## config.mk

```make
export PLATFORM = sky130hd
export DESIGN_NAME = pc_fetch_ctrl
export DESIGN_NICKNAME = d
export VERILOG_FILES = /design/src/rtl/pc_fetch_ctrl.sv
export SDC_FILE = /design/constraint.sdc
export NUM_CORES = 1
export LEC_CHECK = 0
export CAP_MARGIN = 20
export CORE_MARGIN = 2
export CORE_UTILIZATION = 48
export DETAILED_ROUTE_END_ITERATION = 10
export HOLD_SLACK_MARGIN = 0.12
export PLACE_DENSITY = 0.86
export SETUP_SLACK_MARGIN = 0.4
export SYNTH_ARGS = -nofsm -noshare
export SYNTH_HDL_FRONTEND = slang
export SYNTH_SLANG_ARGS = --single-unit
```

## constraint.sdc

```tcl
create_clock -name clk -period 2.5 [get_ports clk]
set_input_delay 0.25 -clock clk [delete_from_list [all_inputs] [get_ports clk]]
set_output_delay 0.25 -clock clk [all_outputs]
set_load 0.02 [all_outputs]
```

## src/rtl/pc_fetch_ctrl.sv

```systemverilog
// Fetch-address owner for the IF stage: picks trap/redirect/sequential next PC,
// holds the request under stall/backpressure, buffers one late redirect or trap.
module pc_fetch_ctrl #(
    parameter int              XLEN         = 32,
    parameter logic [XLEN-1:0] RESET_VECTOR = 32'h0000_0000,
    parameter int              INC          = 4,
    parameter int              ALIGN_BITS   = 2
) (
    input  logic            clk,
    input  logic            rst_n,
    input  logic            clk_en,
    input  logic            stall,
    input  logic            redirect_valid,
    input  logic [XLEN-1:0] redirect_target,
    input  logic            trap_valid,
    input  logic [XLEN-1:0] trap_vector,
    input  logic            imem_req_ready,
    output logic            imem_req_valid,
    output logic [XLEN-1:0] pc_out,
    output logic [XLEN-1:0] pc_plus_inc,
    output logic            redirect_pending,
    output logic            misaligned_fault
);

    // state | meaning
    // BOOT  | one cycle after reset, no request issued
    // FETCH | request valid at pc_out
    // FAULT | misaligned target loaded, waiting for a trap vector
    typedef enum logic [1:0] {
        BOOT  = 2'd0,
        FETCH = 2'd1,
        FAULT = 2'd2
    } state_t;

    localparam logic [XLEN-1:0] ALIGN_MASK = XLEN'((64'd1 << ALIGN_BITS) - 64'd1);

    state_t          state, state_nx;
    logic [XLEN-1:0] pc, pc_nx;
    logic            pend_valid, pend_valid_nx;
    logic            pend_trap, pend_trap_nx;
    logic [XLEN-1:0] pend_addr, pend_addr_nx;

    logic            adv;
    logic            sel_valid;
    logic [XLEN-1:0] sel_addr;

    function automatic logic is_misaligned(input logic [XLEN-1:0] a);
        return |(a & ALIGN_MASK);
    endfunction

    assign imem_req_valid   = (state == FETCH);
    assign misaligned_fault = (state == FAULT);
    assign redirect_pending = pend_valid;
    assign pc_out           = pc;
    assign pc_plus_inc      = pc + XLEN'(INC);
    assign adv              = (state == FETCH) && !stall && imem_req_ready;

    always_comb begin
        sel_valid = 1'b1;
        sel_addr  = '0;
        if (trap_valid) begin
            sel_addr = trap_vector;
        end else if (pend_valid && pend_trap) begin
            sel_addr = pend_addr;
        end else if (redirect_valid) begin
            sel_addr = redirect_target;
        end else if (pend_valid) begin
            sel_addr = pend_addr;
        end else begin
            sel_valid = 1'b0;
        end
    end

    always_comb begin
        state_nx      = state;
        pc_nx         = pc;
        pend_valid_nx = pend_valid;
        pend_trap_nx  = pend_trap;
        pend_addr_nx  = pend_addr;

        case (state)
            BOOT, FETCH: begin
                if (state == BOOT) begin
                    state_nx = FETCH;
                end
                if (adv) begin
                    pend_valid_nx = 1'b0;
                    pend_trap_nx  = 1'b0;
                    if (sel_valid) begin
                        pc_nx = sel_addr;
                        if (is_misaligned(sel_addr)) begin
                            state_nx = FAULT;
                        end
                    end else begin
                        pc_nx = pc_plus_inc;
                    end
                end else if (trap_valid) begin
                    pend_valid_nx = 1'b1;
                    pend_trap_nx  = 1'b1;
                    pend_addr_nx  = trap_vector;
                end else if (redirect_valid && !(pend_valid && pend_trap)) begin
                    // a buffered trap must never be displaced by a redirect
                    pend_valid_nx = 1'b1;
                    pend_trap_nx  = 1'b0;
                    pend_addr_nx  = redirect_target;
                end
            end
            FAULT: begin
                if (trap_valid) begin
                    pc_nx    = trap_vector;
                    state_nx = is_misaligned(trap_vector) ? FAULT : FETCH;
                end
            end
            default: begin
                state_nx = BOOT;
            end
        endcase
    end

    always_ff @(posedge clk) begin
        if (rst_n) begin
            state      <= BOOT;
            pc         <= RESET_VECTOR;
            pend_valid <= 1'b0;
            pend_trap  <= 1'b0;
            pend_addr  <= '0;
        end else if (clk_en) begin
            state      <= state_nx;
            pc         <= pc_nx;
            pend_valid <= pend_valid_nx;
            pend_trap  <= pend_trap_nx;
            pend_addr  <= pend_addr_nx;
        end
    end

endmodule

```

==> results.md <==
## Outcome
* complete, no violations — run status

## GRT
* 27700 µm — first-pass GRT wire length
* 0 — number of antenna violations at the first check in global routing
* 0 — overflow left after global routing
* 0.343 — global-route usage over all layers
* 51 — maximum number of pins on one net before global-route repair
* 5226 — vias in the first global route

## Setup path
* 4 — maximum fanout encountered on the critical timing path
* 0.35 ns — largest stage delay on the critical path
* simple AND/OR/NAND/NOR gates — largest delay contributor family on the critical path
* 2.14 ns — data arrival time at the worst-slack endpoint
* 2.25 ns — worst endpoint required time
* dfxtp_2 — worst-path cell with the longest stage delay
* 3 — crit path buf inv count
* output pin — Worst Setup End Kind
* register to output pin — Setup CP Type
* register — kind of start point of the critical path
* buf_6, ha_4, nand4_1, nor3_2, buf_4, nand4_1, xnor2_1, buf_4 — ordered cell list for the critical path

## Timing
* 0 — number of endpoints with negative hold slack in the final report
* 0.535 — worst relative slew slack
* 0.955 — final clock period utilization by the worst path
* 0 — final number of setup-violating endpoints
* 2.39 ns — min Tclk post-route
* 0 — number of max-slew violations in the final report
* 0.680 ns — worst-margin pin slew
* 419 MHz — fmax
* 0.00775 ns — Worst Skew
* yes — unrepaired setup endpoints after global routing
* 0 ns — final-layout setup total negative slack

## Die
* 0.495 — Initial Util
* 138 — number of top-level pins
* 0.00928 mm² — core footprint
* 102 µm — die width
* 0.0104 mm² — area of the die
* 102 µm — Die Ht
* 35 — row cnt

## Synth
* dfxtp_1 (30%), mux2i_1 (6.8%), a211oi_1 (5.2%), nor2_1 (5.1%), o21ai_0 (4.7%) — top area cells in the synthesized netlist
* 0.296 — top-area cell type share of the netlist area
* 8.06 µm² — average footprint of a synthesized cell
* 0.296 — Seq/Total Area, Yosys
* 0.00459 mm² — post-synthesis instance area
* dfxtp_1 — largest area contributor in the netlist
* 570 — number of instances in the synthesized netlist
* 642 — Syn Nets
* 0 — async set or reset register ratio after synthesis
* dfxtp_1 — Top FF cell, synth
* 66 — number of unique standard cell types used by synthesis
* 0 — warnings from Yosys
* 0 — Post-synth EDFFs
* 68 — number of register bits inferred by synthesis

## CTS
* 0.35 ns — later-pin clock latency in the skew report
* 3 — H-tree levels
* 68 — number of sinks handled by clock tree synthesis
* done — TritonCTS clock tree
* 0.09 ns — post-CTS clock slew at the launch and capture registers of the worst setup and hold paths
* 2 — Longest Clk Path Bufs
* 9 — clock buffers created by TritonCTS
* clkbuf_8 — clock root buffer

## Finish
* 0.769 — utilization after layout
* 55.4% — Layout Area Growth over Synthesis
* buf_4 — most frequent standard cell in the layout excluding fill and tap cells
* 0.00323 mm² — area taken by multi-input logic gates
* 902 — Final Instance Count excl. Fillers
* buf_4 (112), clkdlybuf4s50_1 (107), nor2_1 (61) — commonest non-fill, non-tap cells in the layout
* 840 — NumNets Final
* 0.00139 mm² — sequential cell area
* 656 — number of filler cells placed in the layout
* 0 — Antenna Cells
* 0.283 — fraction of layout cells with a size suffix above 1

## Route
* 19100 µm — post-detailed-routing wire length
* 8 — First-pass DRT Iterations
* 6.53 — via density per instance
* 7520 µm — detailed-route wire length on metal 1
* 2040 µm — met3 layer wire length in the routed design
* met4 — topmost layer with routed signal wires
* 21.2 µm — drt wl/cell
* 0 — DRC violations left
* 8810 µm — routed length on met2
* 5892 — Vias
* 0 — post-route antenna net violation count
* 660 — count of routing violations after the opening detailed-route iteration

## Placement
* 12800 µm — placed wire-length estimate
* 0.900 — Routability Congestion
* 851 — cell total after placement
* 137 — number of buffers inserted by port buffering

## Min path
* input pin to register — worst hold path type

## Run
* 0 — count of maximum capacitance violations

## Pwr
* 0.000243 V — Max IR drop VDD
* 2.95 nW — leakage power
* 419 mW/mm² — Power Density

-- through the flow --
stage / total power [mW] / cell area (µm²) / hold slack (ns) / worst slack, ns
6_report: 2.99 / 7140 / 0.271 / 0.112
2_1_floorplan: 1.55 / 4680 / 0.365 / 0.386
3_3_place_gp: 1.87 / 6520 / 0.482 / 0.0858
5_1_grt: 3.07 / 7140 / 0.263 / 0.0469
3_5_place_dp: 1.88 / 6520 / 0.491 / 0.0190
4_1_cts: 2.94 / 6940 / 0.245 / 0.0888
-- registers in the layout, indices dropped and copies added, names as in the netlist --
signal / count
pc_out: 32
pend_addr: 32
pend_trap: 1
redirect_pending: 1
state: 2
-- cell families after synthesis --
logic type,Yosys count,synth area share
fa+ha+maj,1,0.00272
xor+xnor,28,0.0534
flops,68,0.296
compound gates,177,0.271
simple gates,195,0.229
mux,42,0.0945
buf+inv,59,0.0528
-- report_power, final --
| group | switching [mW] | internal [mW] |
|---|---|---|
| logic | 0.371 | 0.332 |
| clock network | 0.500 | 0.600 |
| registers | 0.0404 | 1.14 |
-- cell type report --
cell class,count,area share
Inverter,6,0.00316
Clock buffer,10,0.0193
Clock inverter,6,0.0133
Multi-Input combinational cell,443,0.453
Timing Repair Buffer,240,0.294
Sequential cell,68,0.195
Tap cell,129,0.0226
-- final timing paths --
check             slack, ns               to  depth (start not counted)           from
setup / recovery       0.11  pc_plus_inc[26]                          8      pc_out[2]
hold / removal         0.27       pc_out[12]                          2          rst_n
setup reg to reg       0.26       pc_out[30]                          9      pc_out[2]
hold reg to reg        0.50    pend_addr[30]                          2  pend_addr[30]
-- what timing repair did --
| item | CTS | global route |
|---|---|---|
| pin swaps | 18 | 22 |
| gates cloned | 0 | 0 |
| gates resized for setup | 136 | 38 |
| hold buffers | 0 | 0 |
| setup endpoints to repair | 28 | 34 |
| setup buffers | 22 | 13 |
-- synthesized netlist by cell type, drive strengths merged, types with 3 or more instances --
| master | n |
|---|---|
| a211oi | 32 |
| a21oi | 17 |
| a221o | 3 |
| a221oi | 15 |
| a22oi | 4 |
| a2bb2oi | 3 |
| a311oi | 3 |
| a31oi | 5 |
| a32o | 4 |
| a32oi | 8 |
| and2 | 5 |
| and3 | 7 |
| and4 | 4 |
| buf | 17 |
| clkbuf | 36 |
| dfxtp | 68 |
| inv | 6 |
| mux2 | 11 |
| mux2i | 31 |
| nand2 | 26 |
| nand2b | 8 |
| nand3 | 22 |
| nand4 | 15 |
| nor2 | 63 |
| nor3 | 16 |
| nor3b | 4 |
| nor4 | 12 |
| o211ai | 7 |
| o21ai | 45 |
| o22ai | 3 |
| o31a | 3 |
| o31ai | 7 |
| or4 | 4 |
| xnor2 | 18 |
| xor2 | 10 |
-- layer usage --
metal  global-route usage  up-vias
met5                    0        -
li1                     -     2582
met1                0.477     2751
met3               0.0602       90
met4                0.120        0
met2                0.538      469
Power figures use the tool's default switching activity.
